<file path="src/rtl/fb_arbiter_pkg.sv">
// Shared frame-buffer definitions used by the arbiter, the display pane and the draw engine.
package fb_arbiter_pkg;

  localparam int unsigned FB_W     = 320;
  localparam int unsigned FB_H     = 240;
  localparam int unsigned FB_DEPTH = FB_W * FB_H;

  typedef struct packed {
    logic [7:0] r;
    logic [7:0] g;
    logic [7:0] b;
  } pixel_t;

  typedef enum logic {
    LOAD = 1'b0,
    RUN  = 1'b1
  } arb_state_t;

endpackage

</file>
<file path="src/rtl/fb_arb_starve.sv">
// Saturating count of consecutive denied draw cycles; force_draw flags that draw is owed a slot.
module fb_arb_starve #(
  parameter int unsigned STARVE_MAX = 8
) (
  input  logic clk,
  input  logic rst_n,
  input  logic run,
  input  logic draw_req,
  input  logic draw_gnt,
  output logic force_draw
);

  localparam logic [7:0] CNT_MAX = 8'(STARVE_MAX);

  logic [7:0] starve_cnt;

  // NOTE: sequential state uses non-blocking assignments so every register samples pre-edge values.
  always_ff @(posedge clk or negedge rst_n) begin
    if (!rst_n) begin
      starve_cnt <= '0;
    end else if (!run || !draw_req || draw_gnt) begin
      starve_cnt <= '0;
    end else if (starve_cnt != CNT_MAX) begin
      starve_cnt <= starve_cnt + 8'd1;
    end
  end

  assign force_draw = run && (starve_cnt == CNT_MAX);

endmodule

</file>
<file path="src/rtl/fb_arbiter.sv">
// Single-port frame-buffer arbiter: draw-only while loading a map, read priority with forced draw slots after.
// Optional stall statistic enabled by defining FB_ARB_STATS_EN.
module fb_arbiter #(
  parameter int unsigned ADDR_W     = 17,
  parameter int unsigned DATA_W     = 24,
  parameter int unsigned FB_DEPTH   = fb_arbiter_pkg::FB_DEPTH,
  parameter int unsigned STARVE_MAX = 8
) (
  input  logic              clk,
  input  logic              rst_n,
  input  logic              disp_req,
  input  logic [ADDR_W-1:0] disp_addr,
  output logic              disp_gnt,
  output logic              disp_rvalid,
  output logic [DATA_W-1:0] disp_rdata,
  input  logic              draw_req,
  input  logic [ADDR_W-1:0] draw_addr,
  input  logic [DATA_W-1:0] draw_wdata,
  output logic              draw_gnt,
  input  logic              draw_map_done,
  input  logic              map_reload,
  output logic              frame_ready,
  output logic              mem_en,
  output logic              mem_we,
  output logic [ADDR_W-1:0] mem_addr,
  output logic [DATA_W-1:0] mem_wdata,
  input  logic [DATA_W-1:0] mem_rdata,
  output logic [15:0]       disp_stall_cnt
);

  import fb_arbiter_pkg::*;

  localparam logic [ADDR_W-1:0] DEPTH_LIM = ADDR_W'(FB_DEPTH);

  function automatic logic in_range(input logic [ADDR_W-1:0] a);
    return a < DEPTH_LIM;
  endfunction

  arb_state_t state_q, state_d;
  logic       force_draw;
  logic       disp_in_range, draw_in_range;
  logic       rvalid_q, oob_q;

  assign disp_in_range = in_range(disp_addr);
  assign draw_in_range = in_range(draw_addr);

  always_ff @(posedge clk or negedge rst_n) begin
    if (!rst_n) state_q <= LOAD;
    else        state_q <= state_d;
  end

  // A reload always wins over a simultaneous map-done pulse.
  always_comb begin
    state_d = state_q;
    if (map_reload)                             state_d = LOAD;
    else if (state_q == LOAD && draw_map_done)  state_d = RUN;
  end

  // NOTE: every output gets a default first so no path through this block can infer a latch.
  always_comb begin
    disp_gnt    = 1'b0;
    draw_gnt    = 1'b0;
    frame_ready = (state_q == RUN);
    if (state_q == LOAD) begin
      draw_gnt = draw_req;
    end else if (force_draw && draw_req) begin
      draw_gnt = 1'b1;
    end else begin
      disp_gnt = disp_req;
      draw_gnt = draw_req & ~disp_req;
    end
  end

  fb_arb_starve #(.STARVE_MAX(STARVE_MAX)) u_starve (
    .clk        (clk),
    .rst_n      (rst_n),
    .run        (state_q == RUN),
    .draw_req   (draw_req),
    .draw_gnt   (draw_gnt),
    .force_draw (force_draw)
  );

  // Out-of-range accesses keep their grant but never enable the RAM.
  always_comb begin
    mem_we    = draw_gnt & draw_in_range;
    mem_en    = (disp_gnt & disp_in_range) | mem_we;
    mem_addr  = '0;
    mem_wdata = '0;
    if (draw_gnt) begin
      mem_addr  = draw_addr;
      mem_wdata = draw_wdata;
    end else if (disp_gnt) begin
      mem_addr  = disp_addr;
    end
  end

  always_ff @(posedge clk or negedge rst_n) begin
    if (!rst_n) begin
      rvalid_q <= 1'b0;
      oob_q    <= 1'b0;
    end else begin
      rvalid_q <= disp_gnt;
      oob_q    <= disp_gnt & ~disp_in_range;
    end
  end

  assign disp_rvalid = rvalid_q;
  assign disp_rdata  = oob_q ? '0 : mem_rdata;

`ifdef FB_ARB_STATS_EN
  logic [15:0] stall_q;

  always_ff @(posedge clk or negedge rst_n) begin
    if (!rst_n) begin
      stall_q <= '0;
    end else if (map_reload) begin
      stall_q <= '0;
    end else if (state_q == RUN && disp_req && !disp_gnt && stall_q != 16'hFFFF) begin
      stall_q <= stall_q + 16'd1;
    end
  end

  assign disp_stall_cnt = stall_q;
`else
  assign disp_stall_cnt = '0;
`endif

endmodule

</file>
<file path="config.mk">
export PLATFORM = sky130hd
export DESIGN_NAME = fb_arbiter
export DESIGN_NICKNAME = d
export VERILOG_FILES = /design/src/rtl/fb_arbiter_pkg.sv /design/src/rtl/fb_arb_starve.sv /design/src/rtl/fb_arbiter.sv
export SDC_FILE = /design/constraint.sdc
export NUM_CORES = 1
export LEC_CHECK = 0
export ABC_AREA = 1
export ABC_CLOCK_PERIOD_IN_PS = 1800
export BUFFER_PORTS_ARGS = -buffer_cell sky130_fd_sc_hd__buf_2
export CORE_MARGIN = 5
export CORE_UTILIZATION = 30
export DETAILED_ROUTE_END_ITERATION = 10
export PLACE_DENSITY = 0.79
export SYNTH_ARGS = -nofsm -noshare
export SYNTH_HDL_FRONTEND = slang
export SYNTH_HIERARCHICAL = 1
export SYNTH_SLANG_ARGS = --single-unit
</file>
<file path="constraint.sdc">
create_clock -name clk -period 1.8 [get_ports clk]
set_input_delay 0.09 -clock clk [delete_from_list [all_inputs] [get_ports clk]]
set_output_delay 0.09 -clock clk [all_outputs]
set_load 0.05 [all_outputs]
</file>
After elaboration in Yosys (flattened, before gate mapping). Index checks and enable logic that the tools add are counted.

Add/subtract/negate cells: 1. $lt $le $gt $ge: 2. Equal/unequal tests: 2. Muxes and demuxes: 12. Bitwise operators: 8. Reduce and logical (&&, ||, !) cells: 9.

Operators with widths (number): 24-bit two-way mux (2); 17-bit less-than comparator (second input constant) (2); 17-bit two-way mux (2); 8-bit two-way mux (2); 8-bit by 1-bit adder with 8-bit output (second input constant) (1); 8-bit by 4-bit == test with 1-bit output (second input constant) (1); 8-bit by 4-bit inequality test with 1-bit output (second input constant) (1); 1-bit two-way mux (6); 1-bit bitwise AND (4); 2-bit nonzero test (2); 1-bit logical AND (3); 1-bit inverter (3); 1-bit logical NOT (2); 1-bit logical OR (2); 1-bit OR (1).

Flip-flop bits (word level): 11. Bits of input ports: 88. Output and inout port bits: 87. Word-level logic and storage cells: 38.

Logic depth before layout (Yosys ltp).
Depth after elaboration: 7. Gate-level depth with buffers: 13. Gate-level depth less buffers: 11.

Hierarchy. Netlist, hierarchy kept.

By module, submodules not included: fb_arbiter (instances 1, cells each 202, area each 932.1 sq um, seq. area each 75.1 sq um); fb_arb_starve (instances 1, cells each 67, area each 470.5 sq um, seq. area each 200.2 sq um).

Worst setup path after synthesis. No wires, ideal clock.

Path type: register to output. Start point: register u_starve.starve_cnt[0]. End point: output mem_addr[12]. Arrival: 2.162 ns. Slack: -0.452 ns. Cell stages (with the launch flop): 10. Buffers on the path: 0. Cell sequence: dfrtp_1 > inv_1 > ha_1 > nand2_1 > nor2_1 > nand2_2 > nor2_1 > nand2_1 > nand3_1 > o21ai_0.

Longest elaborated chain between the ends: 7.

Ends and longest elaborated chain: from (decl) (RTL line fb_arb_starve.sv:15) `logic [7:0] starve_cnt;`; from (signal assigned) (RTL line fb_arb_starve.sv:24) `starve_cnt <= starve_cnt + 8'd1;`; 8-bit by 4-bit == test with 1-bit output (*) (RTL line fb_arb_starve.sv:28) `assign force_draw = run && (starve_cnt == CNT_MAX);`; 1-bit logical AND (*) (RTL line fb_arb_starve.sv:28); via force_draw (RTL line fb_arbiter.sv:40) `logic force_draw;`; 1-bit logical AND (*) (RTL line fb_arbiter.sv:66) `end else if (force_draw && draw_req) begin`; 1-bit two-way mux (RTL line fb_arbiter.sv:66); 1-bit two-way mux (RTL line fb_arbiter.sv:64) `if (state_q == LOAD) begin`; 17-bit two-way mux (RTL line fb_arbiter.sv:92) `end else if (disp_gnt) begin`; 17-bit two-way mux (*) (RTL line fb_arbiter.sv:89) `if (draw_gnt) begin`; to (decl) (RTL line fb_arbiter.sv:25) `output logic [ADDR_W-1:0] mem_addr,`.

The timed path passes the listed nets; every way through them passes the cells marked *.

Final worst setup path.
Start point: register u_starve.starve_cnt[0]. End point: output mem_addr[16].

Same word-level chain as after synthesis.

==> impl_results.md <==
* Synth Register Bits at 11
* Gate power share at 0.681
* Top Ports at 175
* Reg-to-reg startpoint: u_starve/starve_cnt[0]
* Worst Path Required at 1710 ps
* DRT met1 WL at 1990 um
* Diodes inserted at 0
* Post-Syn Area at 1400 um^2
* # nets final at 542
* Fin crit period at between 1500 and 2000 ps
* Avg Cell Area, Syn at 5.21 um^2
* H-tree depth at 1
* Worst-case hold slack at around 78 ps
* Final std cells w/o fill at 503
* Cell area power density at 504 nW/um^2
* Outcome: finished, violations left
* Sequential share of power at 0.162
* Synthesis-to-finish area growth at 126%
* Violated checks: negative setup slack
* Max Fclk at around 500 MHz
* Switching share of power at 0.516
* Mean routed wirelength per cell at 13.1 um
* DRC Markers at 0
* Critical path type: register to primary output
* Yosys top cell area share at 0.209
* Reg clk slew, reported paths at around 50 ps
* Placed instance count at 490
* Min-Delay Path Depth at 3
* Synth warn at 6
* Met2 WL at 3600 um
* Clock buffer depth at 2
* Placer Congestion at 0.877
* Ys flop type: dfrtp_1
* Unrepaired setup endpoints after global routing: true
* First-pass GRT wire length at slightly below 10000 um
* Drt total wl at 6570 um
* Number of synthesized flops with an enable pin at 0
* Mapped Cells at 269
* Core ar. at 4440 um^2
* Grt ovf at 0
* DRT antenna net count at 0
* Cell taking the most area after synthesis: nand2_1
* Max_cap viols at 0
* Port bufs at 158
* CP Capture Type: primary output
* Hold path endpoint: frame_ready
* Pre-Repair DR Iteration Count at 5
* Num rows at 24
* CP max stage delay at between 300 and 400 ps
* DR iter-0 viols at a little under 70
* Worst setup SP type: register
* Leakage at around 1.8 nW
* VDD IR-drop max at 0.000357 V
* CTS buffer count at 3
* Crit path max-delay family: simple AND/OR/NAND/NOR gates
* Int Pwr at just under 800 uW
* Fin. max-slew vios at 0
* Utilization after layout at 0.714
* Post-DP HPWL at 4800 um
* Final Hold Fails at 0
* HP Start: draw_map_done
* CTS tree: built
* Initial antenna violation count at 0
* Sequential element share of the synthesized area at 0.196
* Count leader, synth: nand2_1
* # fillers at 324
* Cell Chain, Critical Path: inv_2 > ha_4 > nand2_1 > nor2_1 > nand2_2 > nor2_2 > nand2_2 > buf_4 > nand3_4 > inv_8 > nand2_1 > nand2_1 > buf_6
* WL met3 at between 700 and 800 um
* Number of global-route vias before repair at 2236
* Die area at 6140 um^2
* Max-slew headroom at 0.554
* Worst reg2reg path depth at 14
* Worst-Margin Slew at 668 ps
* Vias at ~2300
* Layout cells sized above 1 at 0.559
* Worst r2r dst: u_starve/starve_cnt[0]
* Clock latency on the worst-skew pair at 240 ps
* Worst Path Arrival at around 1900 ps
* Sink Count at 11
* GRT Total Usage at 0.192
* Top cell by count, worst path: nand2_1
* Final worst slack at -186 ps
* Max Used Layer: met4
* Fin Setup TNS at -6430 ps
* Endpoints failing setup at between 40 and 50
* Worst path bufs/invs at 4
* Initial Utilization at 0.316
* Via-to-Cell Ratio at 4.50
* Commonest cells in the netlist: nand2_1, nor2_1, inv_1
* Die height at slightly below 80 um
* Worst-path fanout max at 18
* Die Wd at 78.4 um
* R2R Setup Slk at -30 ps
* Distinct cells, synth at 16
* Clock root cell: clkbuf_8
* Final period utilization at 1.10
* Largest net degree at the start of global routing at 25
* Ys async rst share at 1.00
* Leading post-synthesis cells by cell area: nand2_1, dfrtp_1, nor2_1
* Final Skew at roughly 0.52 ps
* Hold Path Class: primary input to register
* Clock power share at 0.157
* Cell with the largest stage delay on the worst path: dfrtp_1
* Sw Pwr at approximately 830 uW
[layout make-up]
| type | instances | area [um^2] | share of cell area |
|---|---|---|---|
| Multi-Input combinational cell | 187 | 1110 | 0.351 |
| Timing Repair Buffer | 186 | 1420 | 0.448 |
| Clock buffer | 4 | 45.0 | 0.0142 |
| Inverter | 63 | 251 | 0.0793 |
| Tap cell | 52 | 65.1 | 0.0205 |
| Sequential cell | 11 | 275 | 0.0868 |
[kinds of logic (layout without fill, tap and decap cells)]
kind of cell,after synthesis,in the layout,share of synthesized area
and+or+nand+nor,159,159,0.443
buffers and inverters,86,253,0.302
other,1,16,0.00267
DFF,11,11,0.196
AOI/OAI and AO/OA,9,9,0.0321
adders and majority gates,2,2,0.0178
xor gates and xnor gates,1,1,0.00625
[how the worst max path moves through the flow]
stage	from	end	slack (ps)	depth (start not counted)
after floorplan	u_starve/starve_cnt[0]	mem_wdata[0]	-150	10
after global placement	u_starve/starve_cnt[0]	mem_wdata[23]	-80	12
after detailed placement	u_starve/starve_cnt[0]	mem_wdata[2]	-170	12
after CTS	u_starve/starve_cnt[1]	mem_addr[9]	-220	13
after global routing	u_starve/starve_cnt[0]	mem_wdata[2]	-300	12
final	u_starve/starve_cnt[0]	mem_addr[16]	-190	13
[cells in the final DEF (no fill, tap or decap), types with 9 or more instances in the layout]
cell     instances
buf_2          113
nor2_4          25
nand3_1          9
buf_6           35
buf_4           17
conb_1          16
inv_1           58
nand2_4         10
nor2_1          42
buf_8           15
nand2_1         54
dfrtp_1         11
nand2_2         15
[layer usage]
metal  GRT usage  up-vias
li1            -     1093
met3      0.0515       24
met4      0.0839        0
met2       0.383      153
met5           0        -
met1       0.180      994
[tightest hold or removal path: stages]
cell and delay [ps]:
buf_2 80, nor2_1 30, nor2_1 70
[metrics by stage]
step	power (mW)	setup slack (ps)	area, um^2
4_1_cts	1.53	-219	2950
5_1_grt	1.67	-298	3170
3_3_place_gp	1.15	-81.6	2510
6_report	1.60	-186	3170
2_1_floorplan	0.944	-147	1680
3_5_place_dp	1.16	-168	2510
[state kept, by name, summed over array words and instances, names as in the netlist]
signal / flops
oob_q: 1
u_starve/starve_cnt: 8
disp_rvalid: 1
frame_ready: 1
[power groups by stage]
stage	combinational, mW	clock (mW)	sequential [mW]
floorplan	0.674	0	0.270
global placement	0.885	0	0.263
detailed placement	0.893	0	0.263
CTS	1.02	0.254	0.259
global route	1.14	0.270	0.260
finish	1.09	0.251	0.259
[timing repair]
item / in CTS / in global routing
setup endpoints to repair: 47 / 47
setup buffers: 2 / 4
pin swaps: 1 / 7
hold buffers: 2 / 0
hold endpoints to repair: 12 / 0
gates resized for setup: 104 / 55
gates cloned: 1 / 0
No activity file was read; power rests on OpenSTA's default activity.
